--- src/rtl/adc_mv_bcd.sv ---
// ADC code to 4-digit BCD millivolt converter for the scan display.
// Refresh-tick sampling, VREF scaling, then a 14-cycle shift-add-3 conversion.
//
// state | meaning
// IDLE  | waiting for refresh tick, latches data_in on tick
// SCALE | multiply sample by VREF, load binary shift register
// SHIFT | 14 add-3 / shift-left iterations
// DONE  | publish accumulator to BCD4, pulse done
module adc_mv_bcd #(
  parameter int VREF_MV    = 5000,
  parameter int UPDATE_CNT = 5_000_000
) (
  input  logic        clk,
  input  logic        rst_n,
  input  logic [7:0]  data_in,
  output logic [15:0] BCD4,
  output logic        done
);

  localparam int CW = $clog2(UPDATE_CNT);
  localparam logic [CW-1:0] TC = CW'(UPDATE_CNT - 1);
  localparam logic [21:0] VREF22 = 22'(VREF_MV);

  typedef enum logic [1:0] {IDLE, SCALE, SHIFT, DONE} state_t;

  state_t         state, state_nxt;
  logic [CW-1:0]  refresh_cnt;
  logic           tick;
  logic [7:0]     sample;
  logic [13:0]    mv;
  logic [13:0]    bin_sr;
  logic [15:0]    acc;
  logic [15:0]    acc_adj;
  logic [29:0]    shifted;
  logic [3:0]     iter;

  assign tick = (refresh_cnt == TC);

  always_ff @(posedge clk or negedge rst_n) begin
    if (!rst_n) refresh_cnt <= '0;
    else if (tick) refresh_cnt <= '0;
    else refresh_cnt <= refresh_cnt + CW'(1);
  end

  // Truncating scale: the low 8 product bits are the fractional part.
  always_comb begin
    mv = 14'(({14'd0, sample} * VREF22) >> 8);
  end

  always_comb begin
    acc_adj = acc;
    for (int i = 0; i < 4; i++) begin
      if (acc[4*i +: 4] >= 4'd5) acc_adj[4*i +: 4] = acc[4*i +: 4] + 4'd3;
    end
  end

  assign shifted = {acc_adj, bin_sr} << 1;

  always_ff @(posedge clk or negedge rst_n) begin
    if (!rst_n) state <= IDLE;
    else state <= state_nxt;
  end

  always_comb begin
    state_nxt = state;
    case (state)
      IDLE:    if (tick) state_nxt = SCALE;
      SCALE:   state_nxt = SHIFT;
      SHIFT:   if (iter == 4'd13) state_nxt = DONE;
      DONE:    state_nxt = IDLE;
      default: state_nxt = IDLE;
    endcase
  end

  always_ff @(posedge clk or negedge rst_n) begin
    if (!rst_n) begin
      sample <= '0;
      bin_sr <= '0;
      acc    <= '0;
      iter   <= '0;
      BCD4   <= '0;
      done   <= 1'b0;
    end else begin
      done <= 1'b0;
      case (state)
        IDLE: if (tick) sample <= data_in;
        SCALE: begin
          bin_sr <= mv;
          acc    <= '0;
          iter   <= '0;
        end
        SHIFT: begin
          acc    <= shifted[29:14];
          bin_sr <= shifted[13:0];
          iter   <= iter + 4'd1;
        end
        DONE: begin
          BCD4 <= acc;
          done <= 1'b1;
        end
        default: ;
      endcase
    end
  end

endmodule

--- config.mk ---
export PLATFORM = sky130hd
export DESIGN_NAME = adc_mv_bcd
export DESIGN_NICKNAME = d
export VERILOG_FILES = /design/src/rtl/adc_mv_bcd.sv
export SDC_FILE = /design/constraint.sdc
export NUM_CORES = 1
export LEC_CHECK = 0
export CAP_MARGIN = 0
export CORE_ASPECT_RATIO = 1.2
export CORE_MARGIN = 3
export CORE_UTILIZATION = 30
export DETAILED_ROUTE_END_ITERATION = 7
export PLACE_DENSITY = 0.43
export SLEW_MARGIN = 20
export SYNTH_ARGS = -nofsm -noshare
export SYNTH_HDL_FRONTEND = slang
export SYNTH_SLANG_ARGS = --single-unit
export TNS_END_PERCENT = 1
--- constraint.sdc ---
create_clock -name clk -period 9.8 [get_ports clk]
set_input_delay 1.96 -clock clk [delete_from_list [all_inputs] [get_ports clk]]
set_output_delay 1.96 -clock clk [all_outputs]
set_load 0.1 [all_outputs]
# ---- Yosys cells after proc, flatten, opt, wreduce, memory -nomap -nowiden
# Cells that the tools add are included.
# W data, S select, Z words.
dict set report classes {
  n_eq_ne 7
  muxes 12
  reduce_logical 4
  multipliers 1
  order_cmp 4
  n_addsub 6
}
# operator count
set ops {}
lappend ops {{$pmux W16 S2} 1}
lappend ops {{$pmux W14 S2} 1}
lappend ops {{$add A23 B1 Y23 const B} 1}
lappend ops {{$eq A23 B23 Y1 const B} 1}
lappend ops {{$mux W23} 1}
lappend ops {{$mul A8 B10 Y18 const B} 1}
lappend ops {{$ge A4 B3 Y1 const B} 4}
lappend ops {{$add A4 B2 Y4 const B} 3}
lappend ops {{$mux W4} 3}
lappend ops {{$pmux W2 S4} 1}
lappend ops {{$pmux W4 S2} 1}
lappend ops {{$add A4 B1 Y4 const B} 1}
lappend ops {{$eq A2 B2 Y1 const B} 2}
lappend ops {{$eq A4 B4 Y1 const B} 1}
lappend ops {{$mux W2} 2}
lappend ops {{$ne A2 B2 Y1 const B} 2}
lappend ops {{$reduce_and A2 Y1} 2}
lappend ops {{$add A3 B2 Y3 const B} 1}
lappend ops {{$mux W3} 1}
lappend ops {{$eq A2 B1 Y1 const B} 1}
lappend ops {{$logic_not A2 Y1} 1}
lappend ops {{$reduce_bool A2 Y1} 1}
lappend ops {{$mux W1} 1}
dict set report word_totals {
  out_inout_bits 17
  ff_bits 84
  in_bits 10
}

# ---- Depth between registers and ports, before layout
# Gate-level depths: netlist of run 1.
dict set report depth {
  word_depth 3
  mapped_depth 12
  depth_no_buf 12
}

# ---- Least setup slack after synthesis of run 1
# No wires, ideal clock.
dict set report synth_path {
  path_kind {register -> register}
  from {register sample[5]}
  to {register bin_sr[8]}
  path_slack_ps 6106
  path_buffers 0
  arrival_time_ps 3625
  setup_time_ps 69
  stages_incl_launch_ff 13
  required_time_ps 9731
  path_cell_list {dfrtp_1 > fa_1 > fa_1 > ha_1 > inv_1 > fa_1 > inv_1 > ha_1 > nand2_1 > a211oi_1 > nor2_1 > or4b_2 > nand3_1}
}
dict set report synth_between {
  elab_chain_cells 2
}
# item line
set synth_lines {}
lappend synth_lines {{start, declared} 29} ;# logic [7:0] sample;
lappend synth_lines {{start signal, assigned} 86} ;# IDLE: if (tick) sample <= data_in;
lappend synth_lines {{$mul A8 B10 Y18} 47} ;# mv = 14'(({14'd0, sample} * VREF22) >> 8);
lappend synth_lines {{$pmux W14 S2} 85} ;# case (state)
lappend synth_lines {{end signal, assigned} 88} ;# bin_sr <= mv;
lappend synth_lines {{end signal, assigned} 94} ;# bin_sr <= shifted[13:0];
lappend synth_lines {{end, declared} 31} ;# logic [13:0] bin_sr;
# No other way between the ends.
# A chain may end at the register's enable or synchronous reset.

# ---- Final worst setup path of run 1
# Ends and elaborated chain as after synthesis.

==> results.yml, run 1 <==
sta:
  tns_ns: 0
  fin_crit_sh: 0.397
  skew_ns: 0.00837
  tightest_slew_ns: 0.979
  rsz0062_at_grt: "no"
  final-max-slew-violation-count: 0
  holdWs_ns: 0.495
  layout_min_cycle_time_ns: 3.89
  finalSetupViolCount: 0
  max-slew-margin-rel: 0.345
  hold_violations: 0
  fmax_mhz: 257
detailed_routing:
  routed_wl_um: 9690
  drtAntennaViolNets: 0
  drt-pass1-iter-count: 4
  drc_errors: 0
  via_count: 3437
  wire_per_inst_um: 13.4
  drt_iter0_drc: 166
  viasPerCell: 4.75
job:
  drv_cap: 0
clocking:
  cts_hold_buf: 0
  cts_max_path_buffers: 2
  cts_max_level: 3
  clk_latency_ns: 0.34
  ctsResizeCount: 0
  numCtsBuffers: 9
  cts_tree: "built"
  cts_sinks: 84
  cts_root_buf: "clkbuf_16"
  post-cts-setup-buffers: 0
  clk_pin_slew_ns: 0.06
die:
  die_w_um: 124
  pin_count: 27
  die_area_um2: 18400
  die_h_um: 148
  core_um2: 16300
  start_util: 0.308
  num_rows: 51
final_layout:
  final_area_um2: 5860
  area_delta_synth_final_pct: 16.5
  drive_gt1_frac: 0.108
  final_util: 0.359
  diodes: 0
  nFillCells: 1688
  nets: 581
logic_synthesis:
  avgSynthCellArea_um2: 10.5
  synth_flop_cell: "dfrtp_1"
  synth_cell_types: 49
  seq_area_frac_synth: 0.418
  ys_async_sr_fraction: 1.00
  synth.top_cell.area_share: 0.418
  synthCells: 481
  yosysMostFrequentCell: "dfrtp_1"
  ys.warnings.count: 0
  ys_seq_elements: 84
  synth_top_cell_by_area: "dfrtp_1"
  synth_edf_count: 0
  synth_top_cells_by_count: "dfrtp_1 (84), ha_1 (53), inv_1 (48)"
  syn_nets: 556
  synth.cell_area_um2: 5030
  yosys-top-cells-area: "dfrtp_1 (42%), ha_1 (13%), mux2_2 (6.0%)"
power:
  power_density_nw_per_um2: 155
  vdd_ir_drop_max_mv: 0.0818
  leakage_uw: 0.00269
global_route:
  grtUsageMet2: 0.192
  grt_pass1_wl_um: 17200
  overflow: 0
  busiest_layer: "met2"
  grt_max_degree: 58
  grt_use_met1: 0.143
  use_met3: 0.0195
  antenna_found_initial: 0
  first_global_vias: 3537
  track_usage: 0.112
worst_hold_path:
  hold_path.class: "flop to flop"
critical_path:
  slowest_delay_ns: 0.62
  startpoint_type: "flop"
  cp_common_cell: "fa_1"
  path_class: "flop to flop"
  critPathCaptureType: "flop"
  ff2ff_path_depth: 12
  endpoint: "bin_sr[8]"
  reg2reg_from: "sample[5]"
  critical_path.max_fanout: 6
  rrSetupSlack_ns: 5.91
  cp_slowest_cell: "or4b_2"
  cp.required_ns: 10.06
  r2r_end: "bin_sr[8]"
  path_cells: "fa_1 -> fa_1 -> ha_1 -> inv_1 -> fa_1 -> inv_1 -> ha_1 -> nand2_1 -> a211oi_1 -> nor2_1 -> or4b_2 -> nand3_1"
  arrival_ns: 4.15
  cp-startpoint: "sample[5]"
placement:
  gp_congestion: 0.824
  portBuffers: 26
  postPlaceCellArea_um2: 5520
  hpwl_um: 6920
status:
  status: "completed"
## how the worst min path moves through the flow
| stage | slack [ns] | endpoint | from | cells after the start |
|---|---|---|---|---|
| after global routing | 0.52 | BCD4[12] | BCD4[12] | 1 |
| after global placement | 0.49 | refresh_cnt[0] | refresh_cnt[0] | 1 |
| after CTS | 0.50 | refresh_cnt[17] | refresh_cnt[17] | 1 |
| after detailed placement | 0.49 | refresh_cnt[17] | refresh_cnt[17] | 1 |
| after floorplan | 0.45 | refresh_cnt[0] | refresh_cnt[0] | 1 |
| final | 0.49 | refresh_cnt[17] | refresh_cnt[17] | 1 |
## cells by family after synthesis
family          count (synthesis)  share of synthesized area
buf+inv                        63                     0.0470
fa+ha+maj                      65                      0.180
simple gates                  129                      0.144
compound gates                 82                     0.0970
xor+xnor                       29                     0.0505
flops                          84                      0.418
mux                            29                     0.0644
## registers in the layout, indices dropped and copies added (netlist names)
name	count
bin_sr	14
sample	8
state	2
acc	16
refresh_cnt	23
iter	4
done	1
BCD4	16
## metal layers
| layer | vias to the layer above | part of all wire | wire length [um] |
|---|---|---|---|
| met2 | 35 | 0.49 | 4750 |
| met5 | - | 0 | 0 |
| li1 | 1724 | - | - |
| met3 | 10 | 0.023 | 219 |
| met4 | 0 | 0.015 | 145 |
| met1 | 1668 | 0.47 | 4570 |
## worst max-delay path: cells and delay by family (launching register included)
kind	cells	cell delay, ns
buffers and inverters	2	0.09
flip-flops	1	0.47
AND/OR/NAND/NOR	4	0.88
AO/OA/AOI/OAI	1	0.24
adder cells (fa/ha/maj)	5	2.14
## per-stage QoR
step	std cells	setup WS, ns	total power, uW
2_1_floorplan	481	6.11	478
4_1_cts	723	5.91	927
5_1_grt	723	5.69	966
3_5_place_dp	707	5.94	521
6_report	723	5.91	909
3_3_place_gp	707	5.96	523
## cell usage in the layout (no fill, tap or decap), types with 5 or more instances in the layout
master / n
dfrtp_1: 84
ha_1: 53
inv_1: 48
o21ai_0: 30
mux2_2: 27
nor2_1: 26
clkdlybuf4s50_1: 25
nand2_1: 23
nand3_1: 23
xnor2_1: 22
a21oi_1: 20
fa_1: 12
and3_1: 9
clkbuf_16: 9
o22ai_1: 8
nand4_1: 7
xor2_1: 7
nor2b_1: 6
nand2b_1: 6
nor3_1: 5
## cell type report
cell class,instances,area [um2],share of cell area
Inverter,48,180,0.0307
Clock buffer,10,229,0.0391
Tap cell,212,265,0.0453
Timing Repair Buffer,29,280,0.0478
Sequential cell,84,2100,0.359
Clock inverter,6,111,0.0190
Multi-Input combinational cell,334,2690,0.459
## where the power goes
group	total [uW]	internal (uW)	leakage, uW	switching, uW
Clock	394	250	0.000168	144
Combinational	163	68.9	0.00138	94.3
Sequential	352	348	0.00114	3.32
No activity file was read; power rests on OpenSTA's default activity.
==> run 2: changes to the inputs <==
==> constraint.sdc (replaced) <==
create_clock -name clk -period 3.8 [get_ports clk]
set_input_delay 0.76 -clock clk [delete_from_list [all_inputs] [get_ports clk]]
set_output_delay 0.76 -clock clk [all_outputs]
set_load 0.1 [all_outputs]
==> run 2 against run 1 <==
Clock skew about the same. Critical endpoint is now bin_sr[10]. Largest cell class unchanged. Non-clock buffer count increased by 12. Worst setup slack got worse by 5.8 ns. Clock-buffer cell count did not move. Sequential share of layout area fell by 0.61 points. First-iteration DRC count fell by 14%. Die area stayed put. Power rose to 2.6 times the previous value. Final cell count rose by 1.7%.
==> results.yml, run 2 (same netlist as run 1, synthesis figures left out) <==
clocking:
  cts_tree: "built"
  numCtsBuffers: 9
  post-cts-setup-buffers: 0
  clk_latency_ns: 0.34
  cts_max_level: 3
  cts_sinks: 84
  cts_max_path_buffers: 2
  clk_pin_slew_ns: 0.07
  cts_root_buf: "clkbuf_16"
  cts_hold_buf: 0
sta:
  finalSetupViolCount: 0
  max-slew-margin-rel: 0.349
  hold_violations: 0
  layout_min_cycle_time_ns: 3.64
  skew_ns: 0.00817
  final-max-slew-violation-count: 0
  fin_crit_sh: 0.959
  fmax_mhz: 274
  tightest_slew_ns: 0.974
power:
  power_density_nw_per_um2: 391
  leakage_uw: 0.00274
  vdd_ir_drop_max_mv: 0.226
global_route:
  grt_pass1_wl_um: 16900
  antenna_found_initial: 0
  overflow: 0
  grt_max_degree: 45
  first_global_vias: 3554
  track_usage: 0.110
detailed_routing:
  routed_wl_um: 9850
  drt_iter0_drc: 142
  wire_per_inst_um: 13.4
  drtAntennaViolNets: 0
  drc_errors: 0
  via_count: 3481
  drt-pass1-iter-count: 4
  viasPerCell: 4.74
final_layout:
  multi_input_area_um2: 2730
  final_area_um2: 5970
  register_area_um2: 2100
  top_register: "refresh_cnt"
  area_delta_synth_final_pct: 18.7
  largest_register_ffs: 23
  drive_gt1_frac: 0.145
  final_common_cell: "dfrtp_1"
  final_cells: 735
  top_regs: "refresh_cnt: 23 flops, BCD4: 16 flops, acc: 16 flops"
  final_util: 0.365
  diodes: 0
  nets: 593
  final_cell_mix: "dfrtp_1 (82), ha_1 (52), inv_1 (48)"
  nFillCells: 1675
die:
  core_um2: 16300
  die_h_um: 148
  num_rows: 51
  die_area_um2: 18400
  start_util: 0.308
  pin_count: 27
  die_w_um: 124
placement:
  postPlaceCellArea_um2: 5610
  portBuffers: 26
  hpwl_um: 7310
  gp_congestion: 0.783
  dp_cells: 719
critical_path:
  path_class: "flop to flop"
  critPathCaptureType: "flop"
  critical_path.max_fanout: 4
  cp.required_ns: 4.03
  startpoint_type: "flop"
  arrival_ns: 3.87
  rrSetupSlack_ns: 0.16
job:
  drv_cap: 0
worst_hold_path:
  hold_path.class: "input port to asynchronous set/reset pin"
status:
  status: "completed"
==> run 2: changes by cell type in the layout (fill, tap and decap cells not counted), sizes merged <==
cell,before,now
buf,4,16
clkinvlp,0,1
bufinv,3,2
==> run 2: area by class of cell <==
type                    count  share of cell area
multi-input cells         334               0.458
flip-flops and latches     84               0.353
repair buffers             41              0.0620
well taps                 212              0.0444
clock buffers              10              0.0384
inverters                  48              0.0302
clock inverters             6              0.0145
==> run 2: timing repair <==
action / CTS / global route
resized for setup: 1 / 12
pin swaps: 0 / 6
endpoints found under the setup margin: 2 / 5
==> run 2: worst paths after layout <==
kind | startpoint | end | depth (start not counted)
worst max-delay path | sample[6] | bin_sr[10] | 13
worst min-delay path | rst_n | BCD4[15] | 1
worst max register to register | sample[6] | bin_sr[10] | 13
worst min register to register | refresh_cnt[0] | refresh_cnt[0] | 1
max in group asynchronous | rst_n | bin_sr[10] | 2
min in group clk | refresh_cnt[0] | refresh_cnt[0] | 1
==> run 2: layer usage <==
metal,share of wire,routed length (um),up-vias,global-route usage
li1,-,-,1745,-
met2,0.49,4870,31,0.195
met3,0.022,218,14,0.0213
met1,0.47,4610,1691,0.135
met4,0.015,151,0,0.0367
met5,0,0,-,0
==> run 2: worst max-delay path, stage by stage (launching register included) <==
cell	delay, ns
dfrtp_2	0.43
fa_1	0.54
fa_1	0.42
ha_1	0.29
inv_1	0.05
fa_1	0.52
inv_1	0.06
ha_4	0.27
nand2_2	0.06
a211oi_2	0.24
buf_4	0.14
o211ai_1	0.10
and3b_1	0.19
o311ai_1	0.22
==> run 2: power breakdown <==
part           total (uW)  internal [uW]  switching, uW
Combinational         484            214            270
Clock                 946            576            370
Sequential            903            899           4.96
==> run 2: through the flow <==
step                      total power, uW  TNS [ns]  hold WS (ns)  worst slack, ns
after global placement               1370         0         0.486           0.0548
after global routing                 2470   -0.0106         0.475          -0.0106
final                                2330         0         0.420            0.156
after floorplan                      1230         0         0.455            0.106
after detailed placement             1370   -0.0466         0.485          -0.0329
after CTS                            2340         0         0.441          0.00596
